===== src/rtl/ex_muldiv_unit.sv =====
// ex_muldiv_unit
//   Iterative RV32M multiply/divide unit sitting in EX behind the ID/EX
//   register. Multiplies by shift-add and divides by restoring division,
//   one bit per clock, on operand magnitudes; signs are reapplied when
//   the result is formed. Division by zero and signed overflow finish
//   without iterating.
//
//   Ports:
//     clk        pipeline clock, rising edge
//     rst        asynchronous active-high reset
//     flush      synchronous abort (pipeline redirect)
//     start      EX holds a valid M-extension instruction
//     funct3     M-extension operation select
//     op_a/op_b  forwarded rs1/rs2 values
//     rd_in      destination register of the instruction
//     stall_req  hold IF/ID and ID/EX while the unit is busy
//     done       one-cycle result-valid pulse
//     result     result, held until the next completion
//     rd_out     destination register that goes with result
//
//   state | meaning
//   IDLE  | waiting for start; operands and sign flags latched on accept
//   CALC  | one multiply/divide iteration per cycle, counter counts down
//   DONE  | sign fix-up; result/rd_out/done registered on leaving
module ex_muldiv_unit #(
  parameter int XLEN = 32
) (
  input  logic            clk,
  input  logic            rst,
  input  logic            flush,
  input  logic            start,
  input  logic [2:0]      funct3,
  input  logic [XLEN-1:0] op_a,
  input  logic [XLEN-1:0] op_b,
  input  logic [4:0]      rd_in,
  output logic            stall_req,
  output logic            done,
  output logic [XLEN-1:0] result,
  output logic [4:0]      rd_out
);

  localparam int CW = $clog2(XLEN);

  typedef enum logic [1:0] {IDLE, CALC, DONE} state_t;

  state_t            state;
  logic [2:0]        op_q;
  logic [4:0]        rd_q;
  logic [XLEN-1:0]   mag_a;
  logic [XLEN-1:0]   mag_b;
  logic              neg_q;
  logic              neg_r;
  logic              special;
  logic [XLEN-1:0]   special_val;
  logic [2*XLEN-1:0] acc;
  logic [CW-1:0]     cnt;

  // operand decode at accept time
  logic            signed_a, signed_b, sign_a, sign_b;
  logic [XLEN-1:0] mag_a_in, mag_b_in;
  logic            div_zero, div_ovf;
  logic [XLEN-1:0] special_in;

  always_comb begin
    signed_a   = !funct3[0] || (funct3 == 3'b001);
    signed_b   = funct3 inside {3'b000, 3'b001, 3'b100, 3'b110};
    sign_a     = signed_a && op_a[XLEN-1];
    sign_b     = signed_b && op_b[XLEN-1];
    mag_a_in   = sign_a ? -op_a : op_a;
    mag_b_in   = sign_b ? -op_b : op_b;
    div_zero   = funct3[2] && (op_b == {XLEN{1'b0}});
    div_ovf    = funct3[2] && !funct3[0] &&
                 (op_a == {1'b1, {(XLEN-1){1'b0}}}) && (op_b == {XLEN{1'b1}});
    special_in = {XLEN{1'b0}};
    if (div_zero)
      special_in = funct3[1] ? op_a : {XLEN{1'b1}};
    else if (div_ovf)
      special_in = funct3[1] ? {XLEN{1'b0}} : op_a;
  end

  // multiply step: add multiplicand into the high half when the current
  // multiplier bit (acc[0]) is set, then shift the whole accumulator right
  logic [XLEN:0]     mul_sum;
  logic [2*XLEN-1:0] mul_next;

  always_comb begin
    mul_sum  = {1'b0, acc[2*XLEN-1:XLEN]} + {1'b0, (acc[0] ? mag_a : {XLEN{1'b0}})};
    mul_next = {mul_sum, acc[XLEN-1:1]};
  end

  // divide step: high half is the partial remainder, low half shifts the
  // dividend out and the quotient bits in
  logic [XLEN:0]     rem_sh;
  logic              rem_ge;
  logic [XLEN-1:0]   rem_sub;
  logic [2*XLEN-1:0] div_next;

  always_comb begin
    rem_sh   = acc[2*XLEN-1:XLEN-1];
    rem_ge   = rem_sh >= {1'b0, mag_b};
    // the difference always fits XLEN bits when rem_ge holds
    rem_sub  = rem_sh[XLEN-1:0] - mag_b;
    div_next = {(rem_ge ? rem_sub : rem_sh[XLEN-1:0]), acc[XLEN-2:0], rem_ge};
  end

  // sign fix-up and result select
  logic [2*XLEN-1:0] prod;
  logic [XLEN-1:0]   quo, rem, final_val;

  always_comb begin
    prod = neg_q ? -acc : acc;
    quo  = neg_q ? -acc[XLEN-1:0] : acc[XLEN-1:0];
    rem  = neg_r ? -acc[2*XLEN-1:XLEN] : acc[2*XLEN-1:XLEN];
    if (special)
      final_val = special_val;
    else if (op_q[2])
      final_val = op_q[1] ? rem : quo;
    else if (op_q[1:0] == 2'b00)
      final_val = prod[XLEN-1:0];
    else
      final_val = prod[2*XLEN-1:XLEN];
  end

  assign stall_req = !rst && (((state == IDLE) && start && !flush) || (state == CALC));

  always_ff @(posedge clk or posedge rst) begin
    if (rst) begin
      state       <= IDLE;
      op_q        <= 3'b000;
      rd_q        <= 5'd0;
      mag_a       <= {XLEN{1'b0}};
      mag_b       <= {XLEN{1'b0}};
      neg_q       <= 1'b0;
      neg_r       <= 1'b0;
      special     <= 1'b0;
      special_val <= {XLEN{1'b0}};
      acc         <= {(2*XLEN){1'b0}};
      cnt         <= {CW{1'b0}};
      done        <= 1'b0;
      result      <= {XLEN{1'b0}};
      rd_out      <= 5'd0;
    end else begin
      done <= 1'b0;
      case (state)
        IDLE: begin
          if (start && !flush) begin
            op_q        <= funct3;
            rd_q        <= rd_in;
            mag_a       <= mag_a_in;
            mag_b       <= mag_b_in;
            neg_q       <= sign_a ^ sign_b;
            neg_r       <= sign_a;
            special     <= div_zero || div_ovf;
            special_val <= special_in;
            if (div_zero || div_ovf) begin
              state <= DONE;
            end else begin
              // divide iterates over the dividend, multiply over the multiplier
              acc   <= {{XLEN{1'b0}}, (funct3[2] ? mag_a_in : mag_b_in)};
              cnt   <= CW'(XLEN-1);
              state <= CALC;
            end
          end
        end
        CALC: begin
          if (flush) begin
            state <= IDLE;
          end else begin
            acc <= op_q[2] ? div_next : mul_next;
            cnt <= cnt - 1'b1;
            if (cnt == {CW{1'b0}})
              state <= DONE;
          end
        end
        DONE: begin
          state <= IDLE;
          if (!flush) begin
            done   <= 1'b1;
            result <= final_val;
            rd_out <= rd_q;
          end
        end
        default: state <= IDLE;
      endcase
    end
  end

endmodule


===== config.mk =====
export PLATFORM = sky130hd
export DESIGN_NAME = ex_muldiv_unit
export DESIGN_NICKNAME = d
export VERILOG_FILES = /design/src/rtl/ex_muldiv_unit.sv
export SDC_FILE = /design/constraint.sdc
export NUM_CORES = 1
export LEC_CHECK = 0
export CORE_ASPECT_RATIO = 1.2
export CORE_UTILIZATION = 50
export CTS_CLUSTER_DIAMETER = 100
export DETAILED_ROUTE_END_ITERATION = 12
export DONT_BUFFER_PORTS = 1
export GPL_ROUTABILITY_DRIVEN = 1
export GPL_TIMING_DRIVEN = 1
export PLACE_DENSITY = 0.69
export SLEW_MARGIN = 0
export SYNTH_ARGS = -nofsm -noshare
export SYNTH_HDL_FRONTEND = slang
export SYNTH_SLANG_ARGS = --single-unit

===== constraint.sdc =====
create_clock -name clk -period 8.35 [get_ports clk]
set_input_delay 1.67 -clock clk [delete_from_list [all_inputs] [get_ports clk]]
set_output_delay 1.67 -clock clk [all_outputs]
set_load 0.05 [all_outputs]

==> summary.md, run 1 <==
| Metric | Value |
|---|---|
| Synth cell count leaders | 360 x nand2_1, 273 x o21ai_0, 216 x dfrtp_1, 161 x nor2_1, 154 x a21oi_1 |
| FF-to-FF End | acc[58]$_DFFE_PP0P_ |
| DRT antenna net count | 0 |
| First-pass GRT wire length | 101 mm |
| Setup TNS Final | 0 ns |
| Pwr dens | approximately 330 nW/um2 |
| H-tree levels | 1 |
| Multi-input gate area | around 11000 um2 |
| Pwr Total | 6.13 mW |
| Area grow syn2layout | 5.10% |
| MaxCap Viol Count | 0 |
| Fraction of registers with async set or reset after synthesis | between 90% and 100% |
| Final setup violation count | 0 |
| Full die area | 35900 um2 |
| Number of setup buffers added after CTS | 0 |
| Synthesized instance count | 2278 |
| Clock Skew | approximately 0.022 ns |
| R2r startpoint | acc[0]$_DFFE_PP0P_ |
| Leakage | between 8 and 9 nW |
| Top post-synthesis cells by area | dfrtp_1 31%, o21ai_0 7.8%, nand2_1 7.7%, ha_1 5.1%, xnor2_1 5.0% |
| Period Utilization, post-route | around 58% |
| Seq/Total Area, Yosys | between 30% and 40% |
| CP top delay family | compound AO/OA/AOI/OAI gates |
| CP Data Required Time | around 6.7 ns |
| Synth unique cells | a little under 80 |
| IO Pins | approximately 120 |
| Grt total ovfl | 0 |
| Die H | between 200 and 250 um |
| Clock root buffer | clkbuf_16 |
| Gr usage total | 36.8% |
| Placed inst area | approximately 18000 um2 |
| Simple-gate share of the synthesized area | about 22% |
| Share of layout cells above drive strength 1 | 4.40% |
| Initial antenna violation count | 2 |
| Largest net degree at the start of global routing | 143 |
| Clock sinks | around 220 |
| Hold Path Sink | rd_out[4]$_DFFE_PP0P_ |
| Worst min-delay path category | flip-flop to flip-flop |
| EDFF count, synth | 0 |
| Syn Nets | roughly 2400 |
| Worst-case clock buffer depth | 3 |
| DRC Markers | 0 |
| Worst-Margin Slew | 1.18 ns |
| Main combinational cell family by area after synthesis | compound AO/OA/AOI/OAI gates |
| Clock latency at the later pin of the worst-skew pair | about 0.56 ns |
| Layout net count | 2310 |
| ANT cells | 0 |
| Post-DR wirelength/cell | roughly 26 um |
| Syn. warnings | 0 |
| FP Rows | 74 |
| Synth Area in Compound Gates | between 20% and 30% |
| Outcome | completed |
| CP Max Fanout | 19 |
| Vias/cell | around 6.6 |
| # hold bufs at CTS | 0 |
| Worst Hold Slack | approximately 0.46 ns |
| IO buf count | 0 |
| Crit path buf inv count | 0 |
| Cells on worst reg2reg path | 13 |
| Initial core utilization | approximately 51% |
| Total number of vias | 17345 |
| Worst reg-to-reg setup slack | a little over 4 ns |
| Worst setup EP type | primary output |
| Hold path depth | 2 |
| Worst setup SP type | primary input |
| Slowest CP cell | a21oi_1 |
| Post-Synth Adder-Cell Area | approximately 5.3% |
| Worst hold start | rd_q[4]$_DFFE_PP0P_ |
| Yosys top cell by area | dfrtp_1 |
| Max stage delay on crit path | about 0.85 ns |
| Fin. Hold Viols | 0 |
| Clk slew on worst S/H paths | roughly 0.070 ns |
| First-pass detailed-route iteration total | 6 |
| Xor/xnor share of the synthesized area | under 10% |
| CP cell instances | or4b_4 > a21oi_1 |
| FF+latch area | 5410 um2 |
| Vias in the first global route | around 16000 |
| TritonCTS clock tree | done |
| Yosys top cell area share | 30.7% |
| Fin area | approximately 18000 um2 |
| Maximum VDD drop | about 0.00023 V |
| FF+latch count, synth | approximately 220 |
| Arrival time of the worst setup path | 3.15 ns |
| Top-count cell post-synth | nand2_1 |
| Total CTS buffers | 25 |
| Initial DRC count | 2067 |
| Unrepaired setup endpoints after global routing | false |
| Setup CP Type | primary input to primary output |
| Maximum operating frequency | a little over 0.2 GHz |
| Die Span X | 173 um |
| Min cycle time layout | approximately 4.8 ns |
| Mapped cell area | 17600 um2 |
| Hpwl dp | around 50 mm |
| Avg Cell Area, Syn | between 7 and 8 um2 |
| Post-cts resize count | 0 |
| Final wirelength | about 67 mm |
| Post-synth top flop | dfrtp_1 |
| Max-slew violations | 0 |
| Max transition margin | a little over a fifth |
| Fillers | between 3000 and 4000 |
| Core Footprint | 34400 um2 |
| Multiplexer area fraction after synthesis | 4.18% |
| GP Congestion | about 1 |
[placed cells by master, fill, tap and decap left out, types with 18 or more instances in the layout]
master / n
nand3_1: 39
o31ai_1: 29
or3_1: 23
nand4_1: 28
nor2_1: 161
dfrtp_1: 214
o211ai_1: 18
xnor2_1: 101
nand2b_1: 22
and2_1: 37
inv_1: 64
nor3_1: 40
xor2_1: 80
o21ai_0: 273
clkbuf_16: 25
a21oi_1: 154
buf_4: 22
a21o_1: 28
nor4_1: 31
nand2_1: 360
mux2i_1: 69
a31oi_1: 21
a211oi_1: 22
ha_1: 71
[power breakdown]
part	total, mW	leakage, nW	internal (mW)	switching, mW
Combinational	3.29	4.85	1.24	2.05
Sequential	1.72	2.81	1.24	0.481
Clock	1.11	0.398	0.625	0.485
Total	6.13	8.06	3.11	3.02
[worst max-delay path by stage]
stage,from,endpoint,slack [ns],cells after the start
after floorplan,rst,acc[0]$_DFFE_PP0P_,0.77,1
after global placement,op_b[17],acc[24]$_DFFE_PP0P_,3.26,8
after detailed placement,op_b[17],acc[24]$_DFFE_PP0P_,3.24,8
after CTS,flush,stall_req,3.54,2
after global routing,flush,stall_req,3.52,2
final,flush,stall_req,3.53,2
[state kept, by name, indices dropped and copies added (netlist names), 3 cells and up]
register	flops
result	32
rd_out	5
rd_q	5
acc	64
cnt	5
op_q	3
mag_b	32
mag_a	32
special_val	32
[per-layer routing]
| layer | vias up | routed length (um) | GRT usage [%] |
|---|---|---|---|
| li1 | 7872 | - | - |
| met1 | 8374 | 26000 | 46.8 |
| met2 | 877 | 31100 | 59.1 |
| met3 | 220 | 5130 | 4.91 |
| met4 | 2 | 5050 | 23.6 |
| met5 | - | 13 | 0 |
[through the flow]
| stage | worst slack (ns) | utilization, % | cells |
|---|---|---|---|
| finish | 3.53 | 53.8 | 2636 |
| global route | 3.52 | 53.8 | 2636 |
| CTS | 3.54 | 53.8 | 2636 |
| floorplan | 0.772 | - | 2278 |
| global placement | 3.26 | 51.4 | 2590 |
| detailed placement | 3.24 | 51.4 | 2590 |
[final cells by class]
type,count,share of cell area (%)
Clock buffer,33,3.76
Tap cell,456,3.09
Inverter,66,1.38
Timing Repair Buffer,22,0.894
Multi-Input combinational cell,1830,60.9
Sequential cell,216,29.3
Clock inverter,13,0.670
[logic make-up after synthesis]
kind of cell,count (synthesis)
and+or+nand+nor,812
AOI/OAI and AO/OA,691
adders and majority gates,73
DFF,216
xor gates and xnor gates,181
muxes,73
buffers and inverters,232
Note: power is estimated with default switching activity, not from simulation.
==> inputs of run 2 (changes only) <==
- ABC_AREA: unset -> 1
- PLACE_DENSITY: 0.69 -> 0.72
- clock period: 8.35 -> 3.9 ns (I/O delays scaled with it)
==> summary.md, run 2 <==
| Metric | Value |
|---|---|
| Yosys top cell by area | dfrtp_1 |
| Max transition margin | 34.6% (+14 points) |
| Die H | 226 um (+8.8%) |
| Leakage | 11.5 nW (+43%) |
| Clk slew on worst S/H paths | 0.07 ns (about the same) |
| Max reg flops | 64 (unchanged) |
| Syn. warnings | 0 (unchanged) |
| IO buf count | 0 (unchanged) |
| Post-synth top flop | dfrtp_1 |
| CP Data Required Time | 4.35 ns (-2.33 ns) |
| Fraction of registers with async set or reset after synthesis | 100% (unchanged) |
| FF+latch area | 5410 um2 (about the same) |
| Post-DR wirelength/cell | 21.7 um (-15%) |
| Synthesized instance count | 3557 (+56%) |
| Initial DRC count | 2594 (+25%) |
| CP Max Fanout | 26 (+7) |
| Gr usage total | 41.1% (+4.3 points) |
| # hold bufs at CTS | 0 (unchanged) |
| CP cell instances | ha_1 > nand2_1 > nor2_1 > nand2_1 > inv_1 > nand4_1 > nand3_1 > nand2_1 > nand2_2 > nand2_2 > inv_2 > nand2_1 > nand3b_1 > nand2_1 |
| FP Rows | 81 (+9.5%) |
| Synth unique cells | 47 (-41%) |
| DRC Markers | 0 (unchanged) |
| Pwr dens | 926 nW/um2 (+180%) |
| Worst-Margin Slew | 0.979 ns (-0.204 ns) |
| Total number of vias | 23820 (+37%) |
| CP top delay family | simple AND/OR/NAND/NOR gates |
| Period Utilization, post-route | a little under nine tenths |
| Seq/Total Area, Yosys | 25.9% (-4.8 points) |
| Mapped cell area | 20800 um2 (+19%) |
| GP Congestion | 1.10 (+11%) |
| Yosys top cell area share | 25.9% (-4.8 points) |
| TritonCTS clock tree | done |
| CP Depth | 14 (+12) |
| Top-count cell post-synth | nand2_1 |
| Full die area | 42500 um2 (+18%) |
| Fillers | 4459 (+37%) |
| Final setup violation count | 0 (unchanged) |
| Min cycle time layout | ~3.4 ns |
| Worst setup SP type | flip-flop |
| First-pass GRT wire length | 132 mm (+31%) |
| H-tree levels | 1 (unchanged) |
| MaxCap Viol Count | 0 (unchanged) |
| Post-cts resize count | 0 (unchanged) |
| Initial core utilization | 50.9% (-0.28 points) |
| Max-slew violations | 0 (unchanged) |
| Top post-synthesis cells by area | dfrtp_1 26%, nand2_1 21%, nand3_1 9.2%, inv_1 7.5%, nor2_1 6.8% |
| Synth cell count leaders | 1187 x nand2_1, 417 x inv_1, 382 x nand3_1, 380 x nor2_1, 230 x o21ai_0 |
| Clock sinks | 216 (unchanged) |
| DRT antenna net count | 0 (unchanged) |
| Largest reg by FF count | acc |
| First-pass detailed-route iteration total | 7 (+1) |
| Share of layout cells above drive strength 1 | 4.44% (+0.033 points) |
| Crit path from | acc[46]$_DFFE_PP0P_ |
| Worst-case clock buffer depth | 3 (unchanged) |
| Grt total ovfl | 0 (unchanged) |
| Max stage delay on crit path | 0.53 ns (-0.32 ns) |
| EDFF count, synth | 0 (unchanged) |
| Die Span X | 188 um (+8.8%) |
| Clock latency at the later pin of the worst-skew pair | 0.56 ns (about the same) |
| Hpwl dp | 69.6 mm (+36%) |
| Arrival time of the worst setup path | 3.81 ns (+0.66 ns) |
| Slowest CP cell | dfrtp_1 |
| Commonest non-fill, non-tap cells in the layout | 1187 x nand2_1, 414 x inv_1, 382 x nand3_1 |
| Outcome | completed |
| Cells on worst reg2reg path | 14 (+1) |
| Number of setup buffers added after CTS | 0 (unchanged) |
| Layout net count | 3645 (+58%) |
| Clock Skew | 0.0146 ns (-0.00726 ns) |
| Vias in the first global route | 22004 (+36%) |
| Setup TNS Final | 0 ns (unchanged) |
| FF+latch count, synth | 216 (unchanged) |
| Area grow syn2layout | 6.62% |
| Cell Count, Final, Fillers Out | 4055 (+54%) |
| R2r startpoint | acc[46]$_DFFE_PP0P_ |
| Worst reg-to-reg setup slack | 0.54 ns (-3.51 ns) |
| Fin. Hold Viols | 0 (unchanged) |
| ANT cells | 0 (unchanged) |
| Final wirelength | 88.0 mm (+31%) |
| Clock root buffer | clkbuf_16 |
| Maximum operating frequency | 0.298 GHz |
| Unrepaired setup endpoints after global routing | false |
| IO Pins | 115 (unchanged) |
| Placed Cells incl. Taps | 4006 (+55%) |
| Core Footprint | 40900 um2 (+19%) |
| Worst setup EP type | flip-flop |
| Maximum VDD drop | 0.000627 V (+180%) |
| Total CTS buffers | 27 (+8.0%) |
| Commonest non-fill, non-tap cell in the layout | nand2_1 |
| Setup CP Type | flip-flop to flip-flop |
| Multi-input gate area | 13200 um2 (+17%) |
| Syn Nets | 3706 (+53%) |
| Cell mode on critical path | nand2_1 |
| Crit path buf inv count | 2 (+2) |
| FF-to-FF End | acc[43]$_DFFE_PP0P_ |
| Vias/cell | 5.87 (-11%) |
| Worst min-delay path category | primary input to async pin |
| Avg Cell Area, Syn | 5.86 um2 (-24%) |
| Largest net degree at the start of global routing | 94 (-34%) |
| Initial antenna violation count | 0 (-2) |
## run 2: cell families (layout without fill, tap and decap cells)
family	Yosys count	after routing	share of synthesized area, %
AND/OR/NAND/NOR	2074	2074	41.4
XOR/XNOR	75	75	3.15
AO/OA/AOI/OAI	545	545	14.4
buffers and inverters	574	533	10.7
flip-flops	216	216	25.9
adder cells (fa/ha/maj)	73	73	4.45
## run 2: how the worst max path moves through the flow
stage / end
6_report: acc[43]$_DFFE_PP0P_
5_1_grt: acc[41]$_DFFE_PP0P_
4_1_cts: acc[41]$_DFFE_PP0P_
3_5_place_dp: acc[41]$_DFFE_PP0P_
3_3_place_gp: acc[43]$_DFFE_PP0P_
2_1_floorplan: acc[0]$_DFFE_PP0P_
## run 2: worst register-to-register path: cells and delay by family, from the launching register on
| kind | cells | cell delay [ns] |
|---|---|---|
| DFF | 1 | 0.53 |
| and+or+nand+nor | 11 | 1.96 |
| buffers and inverters | 2 | 0.33 |
| adders and majority gates | 1 | 0.43 |
## run 2: cell type report
cell class              instances  share of cell area (%)
well taps                     539                    3.03
flip-flops and latches        216                    24.3
multi-input cells            2767                    59.5
inverters                     437                    7.40
clock inverters                12                   0.552
clock buffers                  37                    3.43
repair buffers                 47                    1.76
## run 2: power breakdown
part           switching, mW  internal, mW
clock                   1.08          1.45
combinational           9.47          3.84
sequential              1.62          3.11
## run 2: routing by layer
metal,global-route usage [%],part of all wire [%],up-vias
met5,0,0,-
li1,-,-,11319
met4,28.5,7.9,0
met1,51.3,39,10883
met2,64.2,44,1321
met3,7.89,10,297
## run 2: per-stage QoR
step	setup slack, ns	instance area (um2)	power [mW]	hold slack [ns]	util (%)
after global routing	0.336	22200	21.9	0.190	54.3
after global placement	0.740	21300	17.5	0.463	52.1
final	0.541	22200	20.6	0.153	54.3
after floorplan	0.308	20900	13.2	0.449	-
after detailed placement	0.653	21300	17.5	0.472	52.1
after CTS	0.613	22200	20.0	0.167	54.3
==> inputs of run 3 (changes only) <==
==> constraint.sdc (replaced) <==
create_clock -name clk -period 3.9 [get_ports clk]
set_input_delay 0.195 -clock clk [delete_from_list [all_inputs] [get_ports clk]]
set_output_delay 0.195 -clock clk [all_outputs]
set_load 0.05 [all_outputs]
==> summary.md, run 3 (synthesis gave the netlist of run 2 again) <==
| Metric | Value |
|---|---|
| Arrival time of the worst setup path | 3.80 ns (about the same) |
| Core Footprint | 40900 um2 (unchanged) |
| Share of layout cells above drive strength 1 | 4.16% (-0.27 points) |
| MaxCap Viol Count | 0 (unchanged) |
| Full die area | 42500 um2 (unchanged) |
| Hold path depth | 5 |
| CP top delay family | simple AND/OR/NAND/NOR gates |
| Max stage delay on crit path | 0.62 ns (+0.09 ns) |
| Die H | 226 um (unchanged) |
| Final setup violation count | 0 (unchanged) |
| GP Congestion | 1.07 (-3.3%) |
| Max reg flops | 64 (unchanged) |
| Clock root buffer | clkbuf_16 |
| Final Util | 56.1% (+1.8 points) |
| First-pass GRT wire length | 136 mm (+3.5%) |
| TritonCTS clock tree | done |
| Clock sinks | 216 (unchanged) |
| CP Max Fanout | 26 (unchanged) |
| Initial antenna violation count | 1 (+1) |
| Outcome | completed |
| Met2 usage | 67.8% (+3.6 points) |
| IO Pins | 115 (unchanged) |
| Total CTS buffers | 26 (-3.7%) |
| IO buf count | 0 (unchanged) |
| DRC Markers | 0 (unchanged) |
| Worst reg-to-reg setup slack | 0.54 ns (about the same) |
| Max transition margin | 33.4% (-1.2 points) |
| Clock Skew | 0.0308 ns (+0.0162 ns) |
| Period Utilization, post-route | 86.1% (about the same) |
| ANT cells | 0 (unchanged) |
| Commonest non-fill, non-tap cell in the layout | nand2_1 |
| Maximum VDD drop | 0.000783 V (+25%) |
| Maximum operating frequency | 0.298 GHz (about the same) |
| CP Data Required Time | 4.34 ns (about the same) |
| CP cell instances | ha_1 > a21oi_1 > o21ai_0 > a21oi_1 > nand3_1 > nand2_1 > nand2_2 > nor2_2 > inv_2 > nor2_1 > o21ai_0 |
| Largest reg by FF count | acc |
| Commonest non-fill, non-tap cells in the layout | 1187 x nand2_1, 414 x inv_1, 382 x nand3_1 |
| Vias in the first global route | 22553 (+2.5%) |
| Vias/cell | 5.91 (+0.57%) |
| Unrepaired setup endpoints after global routing | false |
| Slowest CP cell | nor2_2 |
| Clock latency at the later pin of the worst-skew pair | 0.57 ns (about the same) |
| Worst min-delay path category | primary input to flip-flop |
| Pwr dens | 910 nW/um2 (-1.7%) |
| Min cycle time layout | 3.36 ns (+0.000678 ns) |
| Grt total ovfl | 0 (unchanged) |
| Worst setup EP type | flip-flop |
| Total number of vias | 24322 (+2.1%) |
| Post-DR wirelength/cell | 22.1 um (+2.0%) |
| DRT antenna net count | 0 (unchanged) |
| Worst-case clock buffer depth | 3 (unchanged) |
| Layout net count | 3708 (+1.7%) |
| FP Rows | 81 (unchanged) |
| Worst-Margin Slew | 0.998 ns (+0.0190 ns) |
| Hpwl dp | 71.0 mm (+2.0%) |
| Fin. Hold Viols | 0 (unchanged) |
| Gr usage total | 42.8% (+1.7 points) |
| Largest net degree at the start of global routing | 92 (-2.1%) |
| Met1 Track Usage GR | 52.8% (+1.5 points) |
| R2r startpoint | acc[47]$_DFFE_PP0P_ |
| Leakage | 11.8 nW (+2.5%) |
| Crit path buf inv count | 1 (-1) |
| Most Crowded Layer GR | met2 |
| Worst setup SP type | flip-flop |
| Clk slew on worst S/H paths | 0.06 ns (about the same) |
| Final wirelength | 91.1 mm (+3.5%) |
| Setup CP Type | flip-flop to flip-flop |
| Max-slew violations | 0 (unchanged) |
| Die Span X | 188 um (unchanged) |
| Met3 usage | 7.20% (-0.70 points) |
| Post-cts resize count | 0 (unchanged) |
| Cells on worst reg2reg path | 11 (-3) |
| Initial DRC count | 3227 (+24%) |
| Setup TNS Final | 0 ns (unchanged) |
| FF-to-FF End | acc[38]$_DFFE_PP0P_ |
| H-tree levels | 1 (unchanged) |
| Area grow syn2layout | 10.1% |
| Worst hold start | op_a[22] |
| First-pass detailed-route iteration total | 7 (unchanged) |
| Hold Path Sink | mag_a[23]$_DFFE_PP0P_ |
| Pwr Total | 20.9 mW (+1.5%) |
| Initial core utilization | 50.9% (unchanged) |
==> run 3: cell count changes in the layout (fill, tap and decap cells not counted), moves of 2 or more <==
cell           delta
clkinv_4          -2
dlygate4sd3_1    +70
bufinv_16         +3
buf_4             -8
buf_12            +2
==> run 3: repair_timing <==
item                                   4_1_cts  5_1_grt
endpoints found under the hold margin      143        0
hold buffers                                70        0
setup buffers                                0        0
==> run 3: cell type report <==
cell class / count / area (um2)
repair buffers: 111 / 1070
clock buffers: 36 / 759
clock inverters: 11 / 174
inverters: 437 / 1640
multi-input cells: 2767 / 13200
fillers: 4166 / 18000
flip-flops and latches: 216 / 5410
well taps: 539 / 674
==> run 3: worst register-to-register path, delay by kind of cell, from the launching register on <==
| family | cells | cell delay, ns |
|---|---|---|
| flip-flops | 1 | 0.49 |
| buffers and inverters | 1 | 0.17 |
| adder cells (fa/ha/maj) | 1 | 0.40 |
| AND/OR/NAND/NOR | 5 | 1.44 |
| AO/OA/AOI/OAI | 4 | 0.74 |
==> run 3: how the worst max path moves through the flow <==
stage	start	endpoint	slack, ns	cells past startpoint
after floorplan	rst	acc[0]$_DFFE_PP0P_	0.89	1
after global placement	acc[37]$_DFFE_PP0P_	acc[34]$_DFFE_PP0P_	0.65	11
after detailed placement	acc[37]$_DFFE_PP0P_	acc[38]$_DFFE_PP0P_	0.59	11
after CTS	acc[37]$_DFFE_PP0P_	acc[38]$_DFFE_PP0P_	0.58	11
after global routing	acc[34]$_DFFE_PP0P_	acc[35]$_DFFE_PP0P_	0.20	13
final	acc[47]$_DFFE_PP0P_	acc[38]$_DFFE_PP0P_	0.54	11
==> run 3: power breakdown <==
group | leakage, nW | total [mW] | switching [mW] | internal [mW]
Clock | 0.453 | 2.70 | 1.07 | 1.63
Combinational | 8.68 | 13.4 | 9.48 | 3.91
Sequential | 2.71 | 4.80 | 1.69 | 3.11
==> run 3: metal layers <==
layer / wire length, um / part of all wire (%)
met1: 34400 / 38
met2: 39900 / 44
met3: 9080 / 10
met4: 7830 / 8.6
met5: 10 / 0.011
==> run 3: stage by stage <==
step	setup WS, ns	std cells	hold slack [ns]	instance area [um2]
4_1_cts	0.582	4117	0.000604	23000
6_report	0.541	4117	0.0132	23000
2_1_floorplan	0.893	3557	0.277	20900
3_3_place_gp	0.654	4000	0.292	21300
5_1_grt	0.204	4117	0.0273	23000
3_5_place_dp	0.589	4000	0.290	21300
